===== src/rtl/serial_pkg.sv =====
// Shared state type and default geometry for the oversampled serial receive framer.
package serial_pkg;

    typedef enum logic [2:0] {
        IDLE,
        START,
        DATA,
        PARITY,
        STOP,
        BREAK
    } rx_state_t;

    localparam int DEFAULT_DATA_BITS  = 8;
    localparam int DEFAULT_OVERSAMPLE = 16;

endpackage


===== src/rtl/serial_bit_timer.sv =====
// Oversample counter: midBit fires half a bit after clear, bitTick every OVERSAMPLE cycles after that.
// Both strobes are combinational decodes of the counter; no backpressure.
module serial_bit_timer
    import serial_pkg::*;
#(
    parameter int OVERSAMPLE = DEFAULT_OVERSAMPLE
) (
    input  logic clk,
    input  logic rst,
    input  logic clear,
    input  logic run,
    output logic midBit,
    output logic bitTick
);

    localparam int CW = $clog2(OVERSAMPLE);
    localparam logic [CW-1:0] MID_CNT  = CW'(OVERSAMPLE / 2 - 1);
    localparam logic [CW-1:0] LAST_CNT = CW'(OVERSAMPLE - 1);

    logic [CW-1:0] cnt;

    always_ff @(posedge clk) begin
        if (rst || clear) begin
            cnt <= '0;
        end else if (run) begin
            cnt <= (cnt == LAST_CNT) ? '0 : cnt + CW'(1);
        end
    end

    assign midBit  = run && (cnt == MID_CNT);
    assign bitTick = run && (cnt == LAST_CNT);

endmodule


===== src/rtl/serial_frame_receiver.sv =====
// Oversampled serial framer: start/data/stop sampling, stop edge at T0+OS/2+OS*(DATA_BITS+1), no backpressure.
// SERIAL_RX_PARITY_EN adds a parity bit period, parityOdd input and parityError pulse.
module serial_frame_receiver
    import serial_pkg::*;
#(
    parameter int DATA_BITS  = DEFAULT_DATA_BITS,
    parameter int OVERSAMPLE = DEFAULT_OVERSAMPLE
) (
    input  logic                 clk,
    input  logic                 rst,
    input  logic                 serialDataIn,
    output logic                 enable,
    output logic [DATA_BITS-1:0] dataOut,
    output logic                 charReceived,
    output logic                 frameError
`ifdef SERIAL_RX_PARITY_EN
    ,
    input  logic                 parityOdd,
    output logic                 parityError
`endif
);

    localparam int BCW = $clog2(DATA_BITS + 1);
    localparam logic [BCW-1:0] LAST_BIT = BCW'(DATA_BITS - 1);

    rx_state_t            state;
    logic [DATA_BITS-1:0] shift;
    logic [BCW-1:0]       bitcnt;
    logic                 midBit;
    logic                 bitTick;
    logic                 timer_clear;
    logic                 timer_run;

    // Counter restarts on the start edge and again at mid-start, so later ticks land mid-bit.
    assign timer_clear = ((state == IDLE) && !serialDataIn) || ((state == START) && midBit);
    assign timer_run   = (state != IDLE) && (state != BREAK);

    serial_bit_timer #(
        .OVERSAMPLE (OVERSAMPLE)
    ) u_timer (
        .clk     (clk),
        .rst     (rst),
        .clear   (timer_clear),
        .run     (timer_run),
        .midBit  (midBit),
        .bitTick (bitTick)
    );

`ifdef SERIAL_RX_PARITY_EN
    logic pbit;
`endif

    always_ff @(posedge clk) begin
        if (rst) begin
            state        <= IDLE;
            shift        <= '0;
            bitcnt       <= '0;
            dataOut      <= '0;
            enable       <= 1'b0;
            charReceived <= 1'b0;
            frameError   <= 1'b0;
`ifdef SERIAL_RX_PARITY_EN
            pbit         <= 1'b0;
            parityError  <= 1'b0;
`endif
        end else begin
            charReceived <= 1'b0;
            frameError   <= 1'b0;
`ifdef SERIAL_RX_PARITY_EN
            parityError  <= 1'b0;
`endif
            enable <= (state inside {START, DATA, PARITY, STOP});
            case (state)
                IDLE: begin
                    if (!serialDataIn) begin
                        state  <= START;
                        bitcnt <= '0;
                    end
                end
                START: begin
                    if (midBit) begin
                        state <= serialDataIn ? IDLE : DATA;
                    end
                end
                DATA: begin
                    if (bitTick) begin
                        shift  <= {serialDataIn, shift[DATA_BITS-1:1]};
                        bitcnt <= bitcnt + BCW'(1);
                        if (bitcnt == LAST_BIT) begin
`ifdef SERIAL_RX_PARITY_EN
                            state <= PARITY;
`else
                            state <= STOP;
`endif
                        end
                    end
                end
`ifdef SERIAL_RX_PARITY_EN
                PARITY: begin
                    if (bitTick) begin
                        pbit  <= serialDataIn;
                        state <= STOP;
                    end
                end
`endif
                STOP: begin
                    if (bitTick) begin
                        if (serialDataIn) begin
                            dataOut      <= shift;
                            charReceived <= 1'b1;
`ifdef SERIAL_RX_PARITY_EN
                            parityError  <= ((^shift) ^ pbit) != parityOdd;
`endif
                            state        <= IDLE;
                        end else begin
                            frameError <= 1'b1;
                            state      <= BREAK;
                        end
                    end
                end
                // A line stuck low after a bad stop must return high before a new start is armed.
                BREAK: begin
                    if (serialDataIn) begin
                        state <= IDLE;
                    end
                end
                default: state <= IDLE;
            endcase
        end
    end

endmodule

===== config.mk =====
export PLATFORM = sky130hd
export DESIGN_NAME = serial_frame_receiver
export DESIGN_NICKNAME = d
export VERILOG_FILES = /design/src/rtl/serial_pkg.sv /design/src/rtl/serial_bit_timer.sv /design/src/rtl/serial_frame_receiver.sv
export SDC_FILE = /design/constraint.sdc
export NUM_CORES = 1
export LEC_CHECK = 0
export BUFFER_PORTS_ARGS = -buffer_cell sky130_fd_sc_hd__buf_2
export CORE_AREA = 5 5 70 72
export CTS_CLUSTER_SIZE = 12
export DETAILED_ROUTE_END_ITERATION = 8
export DIE_AREA = 0 0 75 77
export PLACE_DENSITY = 0.54
export SLEW_MARGIN = 20
export SYNTH_ARGS = -nofsm -noshare
export SYNTH_HDL_FRONTEND = slang
export SYNTH_SLANG_ARGS = --single-unit

===== constraint.sdc =====
create_clock -name clk -period 2.6 [get_ports clk]
set_clock_uncertainty 0.1 [all_clocks]
set_input_delay 0.39 -clock clk [delete_from_list [all_inputs] [get_ports clk]]
set_output_delay 0.39 -clock clk [all_outputs]
set_load 0.03 [all_outputs]

After elaboration in Yosys (flattened, before gate mapping)
Cells that the tools add are included.
{ "totals": {"reg_bits": 30, "inputBits": 3, "out_inout_bits": 11, "wordCells": 59} }
{ "op_classes": {"add_sub_neg": 2, "n_eq_ne": 15, "n_mux": 15, "n_bitwise": 2, "n_reduce_logical": 17} }
{ "ops": {"columns": ["cell", "count"], "rows": [
  ["two-way mux 3 bit", 7],
  ["case mux 3 bit (5 select lines)", 1],
  ["two-way mux 4 bit", 3],
  ["!= test 2 bit, second input constant", 5],
  ["adder 4 x 1 -> 4 bit, second input constant", 2],
  ["equality test 4 x 3 -> 1 bit, second input constant", 2],
  ["case mux 4 bit (2 select lines)", 1],
  ["equality test 3 x 2 -> 1 bit, second input constant", 2],
  ["equality test 3 bit, second input constant", 2],
  ["AND reduction 3 bit", 2],
  ["AND reduction 6 bit", 1],
  ["logical AND 1 bit", 5],
  ["equality test 4 bit, second input constant", 1],
  ["nonzero test 4 bit", 1],
  ["equality test 3 x 1 -> 1 bit, second input constant", 1],
  ["zero test 3 bit", 1],
  ["!= test 3 bit, second input constant", 1],
  ["nonzero test 3 bit", 1],
  ["OR reduction 3 bit", 1],
  ["logical OR 1 bit", 2],
  ["two-way mux 1 bit", 2],
  ["two-way mux 2 bit", 1],
  ["!= test 2 x 1 -> 1 bit, second input constant", 1],
  ["NOT 1 bit", 2],
  ["other kinds (3)", 3]
]} }

Longest topological paths before layout
Gate-level depths: netlist (run 1).
{ "logic_depth": {"depth_word": 6, "ltp_mapped": 6} }

Hierarchy
Synthesis (run 1) repeated with hierarchy kept, for this count alone.
{ "unflattened": {"hier_cells": 149, "area_unflattened_um2": 1351.3} }
{ "by_module_without_submodules": {"columns": ["mod", "instances", "cells_each", "area_each_um2"], "rows": [
  ["serial_frame_receiver", 1, 130, 1168.6],
  ["serial_bit_timer", 1, 19, 182.7]
]} }

Worst setup path before layout (run 1)
Ideal clock, no wire load.
{ "synth_path": {"kind": "register -> register", "start": "reg u_timer.cnt[0]", "end": "reg state[2]", "setup_time_ns": 0.070, "arrival_time_ns": 1.500, "t_required_ns": 2.430, "slack_ns": 0.930, "stages_incl_launch_ff": 6, "path_buffers": 1, "period_less_slack_ns": 1.670, "cell_sequence": "dfxtp_1 -> ha_1 -> clkbuf_1 -> nand3_1 -> or4_1 -> a21oi_1"} }
{ "synth_via": {"elab_chain_cells": 4, "elab_cells_between_ends": 8} }
{ "synth_rtl": {"columns": ["item", "line_no", "source"], "rows": [
  ["start: declaration", "serial_bit_timer.sv:20", "logic [CW-1:0] cnt;"],
  ["start signal: assignment", "serial_bit_timer.sv:26", "cnt <= (cnt == LAST_CNT) ? '0 : cnt + CW'(1);"],
  ["equality test 4 bit / equality test 4 x 3 -> 1 bit (equally long branches)", "serial_bit_timer.sv:31, serial_bit_timer.sv:30", null],
  ["logical AND 1 bit, on equally long branches", "serial_bit_timer.sv:31, serial_bit_timer.sv:30", null],
  ["!= test 2 bit (no line)", null, null],
  ["AND reduction 6 bit (no line) *", null, null],
  ["end signal: assignment", "serial_frame_receiver.sv:82", "state <= serialDataIn ? IDLE : DATA;"],
  ["end: declaration", "serial_frame_receiver.sv:26", "rx_state_t state;"]
]} }
Every way passes the cells marked *; elsewhere a longest branch is shown, timed or not.
A chain may end at the register's enable or synchronous reset.

Worst setup path in the final report (run 1)
{ "layout_path": {"start": "reg u_timer.cnt[0]", "end": "reg dataOut[1]"} }
{ "layout_via": {"elab_chain_cells": 3} }
{ "layout_rtl": {"columns": ["item", "line_no", "source"], "rows": [
  ["equality test 4 bit", "serial_bit_timer.sv:31", "assign bitTick = run && (cnt == LAST_CNT);"],
  ["logical AND 1 bit", "serial_bit_timer.sv:31", null],
  ["AND reduction 3 bit (no line)", null, null],
  ["end signal: assignment", "serial_frame_receiver.sv:109", "dataOut <= shift;"],
  ["end: declaration", "serial_frame_receiver.sv:13", "output logic [DATA_BITS-1:0] dataOut,"]
]} }
Every way passes these cells.

==> out/results.ini, run 1 <==
[yosys]
synthTopCellsByCount=dfxtp_1 (30), nand2_1 (18), a21oi_1 (15)
avgSynthCellArea_um2=8.49
yosys.area.top_type_share=0.429
syn-num-nets=170
seq_area_frac_synth=0.429
syn_area_um2=1400
synth_top_area_cell=dfxtp_1
ys_types=34
synth_edf_count=0
synthTopCellsByArea=dfxtp_1 (43%), mux2i_1 (7.1%), a21oi_1 (5.4%)
synthArstFlopShare=0
syn_inst=165
synth_ff_type=dfxtp_1
synth_seq_cells=30
yosysWarnings=0
post-synth-top-count-cell=dfxtp_1

[pwr]
ir_drop_v=0.000228
comb_power_share=0.034
powerDensity_nw_per_um2=670
pwr-share-seq=0.428
p_switching_mw=0.209
p_leak_nw=0.561
p_int_mw=0.884
clockPowerShare=0.537
swShare=0.191

[worst_setup_path]
critPathKind=reg -> reg
crit_path_start_kind=flip-flop
required_ns=2.71
startpoint=u_timer.cnt[0]
worstPathArrival_ns=2.13
path_cells=ha_1, nand3_1, nor3b_1, buf_4, mux2i_1
slowest_delay_ns=0.39
crit_path_max_fanout=13
reg2reg_from=u_timer.cnt[0]
cp-end-kind=flip-flop
cp_slowest_cell=dfxtp_1

[cts]
clk_pin_slew_ns=0.07
holdBufCountCts=0
cts-resized-gates=0
cts.sinks=30
postCtsSetupBuffers=0
cts_buffer_depth=2
cts_inserted_buffers=5
cts_tree=built
htree_levels=2
root_buffer=clkbuf_8
clk_latency_ns=0.28

[status]
status=complete, no violations

[grt]
grt_max_degree=22
grt_pass1_vias=1141
track_usage=0.121
antenna_found_initial=0
use_met1=0.155
met2_usage=0.180
top_usage_layer=met2
overflow=0
met3_usage=0.0444
grt_pass1_wl_mm=5.49

[hold_path]
worstHoldStart=serialDataIn
hp-class=in -> reg

[drt]
avgRoutedWirePerCell_um=13.5
initialDrtViolationCount=72
dr.pass1.iters=4
via_per_inst=5.22
final_antenna_net_count=0
wl_mm=3.06
drc_errors=0
vias=1180

[floorplan]
row_count=24
core_area_um2=4230
start_util=0.331
die_area_um2=5780
die_w_um=75
die_y_um=77
ioPinCount=14

[sta]
period_needed_ns=2.02
max_freq_mhz=495
fin_crit_sh=0.777
maxSlewHeadroom=0.585
rsz0062_at_grt=false
slew_violations=0
hold_violations=0
setup_tns_ns=0
setup_viol=0
worstMarginPinSlew_ns=0.613

[finish]
utilization=0.385
num-fill-cells=439
area_delta_synth_final_pct=16.3
antenna_cells=0
nets=178
drive_gt1_frac=0.149

[placed_design]
place.gp.congestion=0.747
io_buffers=13
dp_hpwl_mm=2.13

[run]
cap_viol_max_count=0

-- per-layer routing --
metal  vias up  part of all wire
met3         6             0.047
met5         -                 0
met1       551              0.48
met4         0             0.019
met2        16              0.45
li1        607                 -
-- worst max-delay path: cells and delay by family, from the launching register on --
family        cells  cell delay [ns]
mux               1             0.19
fa+ha+maj         1             0.36
simple gates      2             0.67
buf+inv           1             0.23
flops             1             0.39
-- layout by cell type, fill, tap and decap left out --
master and count:
or4_1 2, nand3b_1 6, buf_4 2, o21ai_0 13
nor3b_2 1, nor2_1 3, nor3b_1 3, mux2i_1 10
a31oi_1 4, clkbuf_8 6, a211oi_1 5, o211ai_1 1
o311ai_1 1, xor2_1 2, a21oi_1 15, and4b_1 1
dfxtp_1 30, nand4_1 2, xnor2_1 1, nand2_1 18
ha_1 2, buf_2 13, nand2b_1 2, bufinv_16 2
nand3_1 14, or3_1 1, nor2b_1 2, a2bb2oi_1 1
or3b_1 1, inv_1 4, nor3_1 1, a2111oi_0 1
o311ai_0 1, or2_2 2, and3_1 1
-- flip-flops by register name (all words and copies together) (netlist names) --
register      flops
dataOut           8
shift             8
bitcnt            4
u_timer.cnt       4
state             3
charReceived      1
enable            1
frameError        1
-- cell type report --
cell class              instances  area, um^2  share of cell area
multi-input cells             117         727               0.446
flip-flops and latches         30         601               0.368
clock buffers                   6        82.6              0.0507
repair buffers                 15        80.1              0.0491
well taps                      52        65.1              0.0399
clock inverters                 2        60.1              0.0368
inverters                       4        15.0             0.00921
-- kinds of logic (layout without fill, tap and decap cells) --
kind of cell | Yosys count | in the layout | synth area share
AND/OR/NAND/NOR | 60 | 60 | 0.236
flip-flops | 30 | 30 | 0.429
AO/OA/AOI/OAI | 42 | 42 | 0.175
XOR/XNOR | 3 | 3 | 0.0188
adder cells (fa/ha/maj) | 2 | 2 | 0.0179
buffers and inverters | 18 | 27 | 0.0527
multiplexers | 10 | 10 | 0.0714
-- power by group through the flow --
stage	clock, mW	combinational (mW)	sequential [mW]
floorplan	0	0.0289	0.477
global placement	0	0.0368	0.478
detailed placement	0	0.0377	0.478
CTS	0.599	0.0379	0.468
global route	0.623	0.0432	0.468
finish	0.587	0.0376	0.468
-- stage by stage --
step                      hold slack, ns  area (um^2)  setup slack [ns]  instances  power [mW]
after global placement             0.339         1490             0.703        218       0.515
after CTS                          0.286         1630             0.579        226        1.11
after global routing               0.343         1630             0.312        226        1.13
final                              0.300         1630             0.581        226        1.09
after floorplan                    0.335         1400             0.930        165       0.506
after detailed placement           0.347         1490             0.608        218       0.516
-- path summary, 6_finish.rpt --
kind,endpoint,slack (ns),depth (start not counted)
max,dataOut[1],0.58,5
min,state[0],0.30,2
max reg2reg,dataOut[1],0.58,5
min reg2reg,dataOut[7],0.35,2
No activity file was read; power rests on OpenSTA's default activity.
==> run 2: changes to the inputs <==
Settings changed: PLACE_DENSITY 0.54 to 0.56.
Clock period 2.6 ns to 1.8 ns, I/O delays scaled along.
==> run 2 against run 1 <==
Global-route usage down 0.24 points. Clock-buffer cell count unchanged. Wire length barely moved. Core utilization rose by 1.8 points. Register-to-register slack worse by 0.47 ns. Fmax increased by 20%. First-iteration DRC count down 26%. Critical path depth down 1. Die area is the same. Critical path type unchanged. Critical endpoint is now state[2].
==> out/results.ini, run 2 (synthesis results as in run 1) <==
[status]
status=complete, no violations

[floorplan]
start_util=0.331
ioPinCount=14
die_y_um=77
die_w_um=75
core_area_um2=4230
die_area_um2=5780
row_count=24

[finish]
top_regs=dataOut x8, shift x8
final_area_um2=1710
mostFrequentLayoutCells=dfxtp_1 (30), nand2_1 (18), a21oi_1 (15), nand3_1 (14)
antenna_cells=0
final_common_cell=dfxtp_1
drive_gt1_frac=0.202
num-fill-cells=419
nets=187
area_delta_synth_final_pct=21.7

[drt]
avgRoutedWirePerCell_um=13.0
drc_errors=0
vias=1227
via_per_inst=5.22
wl_mm=3.06
dr.pass1.iters=4
final_antenna_net_count=0
initialDrtViolationCount=53

[cts]
postCtsSetupBuffers=0
root_buffer=clkbuf_8
clk_latency_ns=0.28
cts_inserted_buffers=5
htree_levels=2
cts.sinks=30
cts_buffer_depth=2
clk_pin_slew_ns=0.07
cts_tree=built

[sta]
rsz0062_at_grt=true
slew_violations=0
setup_viol=0
fin_crit_sh=0.937
hold_violations=0
worstMarginPinSlew_ns=0.625
max_freq_mhz=593
period_needed_ns=1.69
whs_ns=0.173
maxSlewHeadroom=0.577

[placed_design]
dpl_cell_area_um2=1560
place.gp.congestion=0.814
dp_hpwl_mm=2.24
io_buffers=13

[pwr]
powerDensity_nw_per_um2=927
ir_drop_v=0.000332
p_leak_nw=0.604
p_total_mw=1.58

[grt]
grt_max_degree=22
met2_usage=0.192
met3_usage=0.0392
top_usage_layer=met2
grt_pass1_vias=1191
track_usage=0.119
grt_pass1_wl_mm=5.31
antenna_found_initial=0
overflow=0
use_met1=0.128

[worst_setup_path]
crit_path_start_kind=flip-flop
regToRegSetupSlack_ns=0.11
required_ns=1.92
crit_path_max_fanout=6
reg2reg_from=u_timer.cnt[0]
critPathKind=reg -> reg
worstPathArrival_ns=1.80
reg2reg_depth=4
cp-end-kind=flip-flop
reg2reg_to=state[2]

[hold_path]
hp-class=in -> reg
worstHoldStart=serialDataIn
hold_end=state[0]
holdPathStages=2

[run]
cap_viol_max_count=0

run 2: cell count changes in the layout (fill, tap and decap cells not counted):
cell	change
ha_1	-1
nor3b_1	-1
ha_2	+1
nor3b_2	+1
buf_4	+9
run 2: layout make-up:
cell class              count  area (um^2)  share of cell area
clock buffers               6         82.6              0.0484
clock inverters             2         60.1              0.0352
inverters                   4         15.0             0.00880
multi-input cells         117          734               0.431
flip-flops and latches     30          601               0.352
well taps                  52         65.1              0.0382
repair buffers             24          148              0.0866
run 2: metal layers:
metal	part of all wire	vias up
met5	0	-
met4	0.037	0
met3	0.048	10
met2	0.49	27
met1	0.42	563
li1	-	627
run 2: report_power, final:
part	internal, mW	leakage [nW]	switching [mW]
Clock	0.590	0.0714	0.257
Sequential	0.669	0.242	0.00739
Combinational	0.0197	0.291	0.0380
run 2: worst max path at each step:
stage,slack [ns],cells past startpoint,endpoint,start
finish,0.11,4,state[2],u_timer.cnt[0]
global route,-0.002,5,dataOut[2],u_timer.cnt[0]
CTS,0.03,5,dataOut[3],u_timer.cnt[0]
detailed placement,0.06,5,dataOut[3],u_timer.cnt[0]
global placement,0.18,5,dataOut[3],u_timer.cnt[0]
floorplan,0.13,5,state[2],u_timer.cnt[0]
run 2: metrics by stage:
step | instances | setup WS (ns) | TNS (ns) | util
after CTS | 235 | 0.0253 | 0 | 0.401
after detailed placement | 227 | 0.0600 | 0 | 0.367
after floorplan | 165 | 0.130 | 0 | -
after global placement | 227 | 0.179 | 0 | 0.367
final | 235 | 0.114 | 0 | 0.403
after global routing | 235 | -0.00185 | -0.00185 | 0.403
run 2: repair_timing:
item / in CTS / in global routing
setup endpoints to repair: 0 / 12
endpoints found under the hold margin: 0 / 0
resized for setup: 0 / 2
hold buffers: 0 / 0
run 2: critical path, cell delays in order, from the launching register on:
cell and delay [ns]:
dfxtp_1 0.40, ha_2 0.25, nand3_1 0.19, or4_1 0.54
a21oi_1 0.12
==> run 3: changes to the inputs <==
Settings changed: CORE_AREA 5 5 70 72 to 5 5 82 61, DIE_AREA 0 0 75 77 to 0 0 87 66, MAX_ROUTING_LAYER set to met4, PLACE_DENSITY 0.56 to 0.57.
==> run 3 against run 2 <==
Fmax rose by 0.13%. Wire length rose by 9.5%. Via count rose by 4.7%. Sequential power barely moved. Critical endpoint is now bitcnt[2]. Critical path type unchanged. Register-to-register slack barely moved. Clock power fell by 20%. Largest power group unchanged. Critical path depth did not move. Hold slack improved by 0.0026 ns. Sequential share of layout area rose by 0.73 points.
==> out/results.ini, run 3 (synthesis results as in run 1) <==
[pwr]
p_total_mw=1.41
p_switching_mw=0.320
comb_power_share=0.040
p_int_mw=1.09
ir_drop_v=0.000271
powerDensity_nw_per_um2=844
swShare=0.227
pwr-share-seq=0.479
p_leak_nw=0.589
clockPowerShare=0.481

[status]
status=complete, no violations

[worst_setup_path]
cp-end-kind=flip-flop
critPathKind=reg -> reg
slowest_delay_ns=0.46
reg2reg_depth=4
crit_path_max_fanout=5
crit_family=compound AO/OA/AOI/OAI gates
regToRegSetupSlack_ns=0.12
worstPathArrival_ns=1.80
reg2reg_from=u_timer.cnt[0]
path_cells=ha_1, nand4_1, a211oi_1, mux2i_1
cp_num_buf_inv=0
cp_slowest_cell=a211oi_1
required_ns=1.92
crit_path_start_kind=flip-flop
reg2reg_to=bitcnt[2]

[cts]
holdBufCountCts=0
clk_pin_slew_ns=0.06
cts-resized-gates=0
root_buffer=clkbuf_8
cts_buffer_depth=2
cts.sinks=30
htree_levels=2
cts_tree=built
postCtsSetupBuffers=0
cts_inserted_buffers=5
clk_latency_ns=0.29

[drt]
vias=1285
final_antenna_net_count=0
wl_mm=3.34
initialDrtViolationCount=144
via_per_inst=5.44
avgRoutedWirePerCell_um=14.2
dr.pass1.iters=4
drc_errors=0

[finish]
drive_gt1_frac=0.204
area_delta_synth_final_pct=19.5
register_area_um2=602
mostFrequentLayoutCells=dfxtp_1 (29), nand2_1 (18), a21oi_1 (15)
antenna_cells=0
final_common_cell=dfxtp_1
final-instance-count-excl-fill=236
utilization=0.401
top_regs=dataOut x8, shift x8
nets=185
num-fill-cells=409
final_area_um2=1670
multi_input_comb_area_um2=747

[sta]
period_needed_ns=1.68
whs_ns=0.176
worstMarginPinSlew_ns=0.613
rsz0062_at_grt=true
worst_slack_ns=0.117
maxSlewHeadroom=0.591
fin_crit_sh=0.935
setup_tns_ns=0
max_freq_mhz=594
setup_viol=0
slew_violations=0
hold_violations=0

[run]
cap_viol_max_count=0

[grt]
grt_pass1_wl_mm=5.58
grt_max_degree=22
track_usage=0.131
antenna_found_initial=0
overflow=0
grt_pass1_vias=1166

[placed_design]
io_buffers=13
place.gp.congestion=0.856
dp_cells=228
dpl_cell_area_um2=1540
post-place-ws_ns=0.0667
dp_hpwl_mm=2.31

[floorplan]
start_util=0.335
row_count=20
die_area_um2=5740
core_area_um2=4180
ioPinCount=14
die_w_um=87
die_y_um=66

[hold_path]
worstHoldStart=serialDataIn
hold_end=state[0]
holdPathStages=2
hp-class=in -> reg

==> run 3: worst reg2reg max path: stages (launching register included) <==
cell,delay (ns)
dfxtp_1,0.39
ha_1,0.26
nand4_1,0.18
a211oi_1,0.46
mux2i_1,0.23
==> run 3: power groups by stage <==
stage / registers [mW] / logic, mW / clock network [mW]
3_3_place_gp: 0.691 / 0.0518 / 0
4_1_cts: 0.676 / 0.0532 / 0.696
5_1_grt: 0.678 / 0.0630 / 0.728
3_5_place_dp: 0.691 / 0.0532 / 0
6_report: 0.677 / 0.0562 / 0.681
2_1_floorplan: 0.688 / 0.0418 / 0
==> run 3: worst max-delay path by stage <==
stage / slack [ns] / endpoint / cells past startpoint / start
after CTS: 0.08 / dataOut[6] / 5 / u_timer.cnt[0]
after global placement: 0.13 / u_timer.cnt[1] / 5 / u_timer.cnt[0]
after detailed placement: 0.07 / u_timer.cnt[3] / 4 / rst
final: 0.12 / bitcnt[2] / 4 / u_timer.cnt[0]
after floorplan: 0.13 / state[2] / 5 / u_timer.cnt[0]
after global routing: -0.002 / bitcnt[3] / 4 / u_timer.cnt[0]
==> run 3: final cells by class <==
class,instances,area share
Clock buffer,5,0.0411
Clock inverter,3,0.0239
Inverter,4,0.00897
Multi-Input combinational cell,117,0.446
Sequential cell,30,0.359
Tap cell,55,0.0411
Timing Repair Buffer,22,0.0792
==> run 3: routing by layer <==
metal | routed length [um] | GRT usage | vias up
met3 | 200 | 0.0448 | 4
met1 | 1590 | 0.173 | 618
li1 | - | - | 618
met5 | 0 | - | -
met2 | 1520 | 0.181 | 45
met4 | 37 | 0.0564 | 0
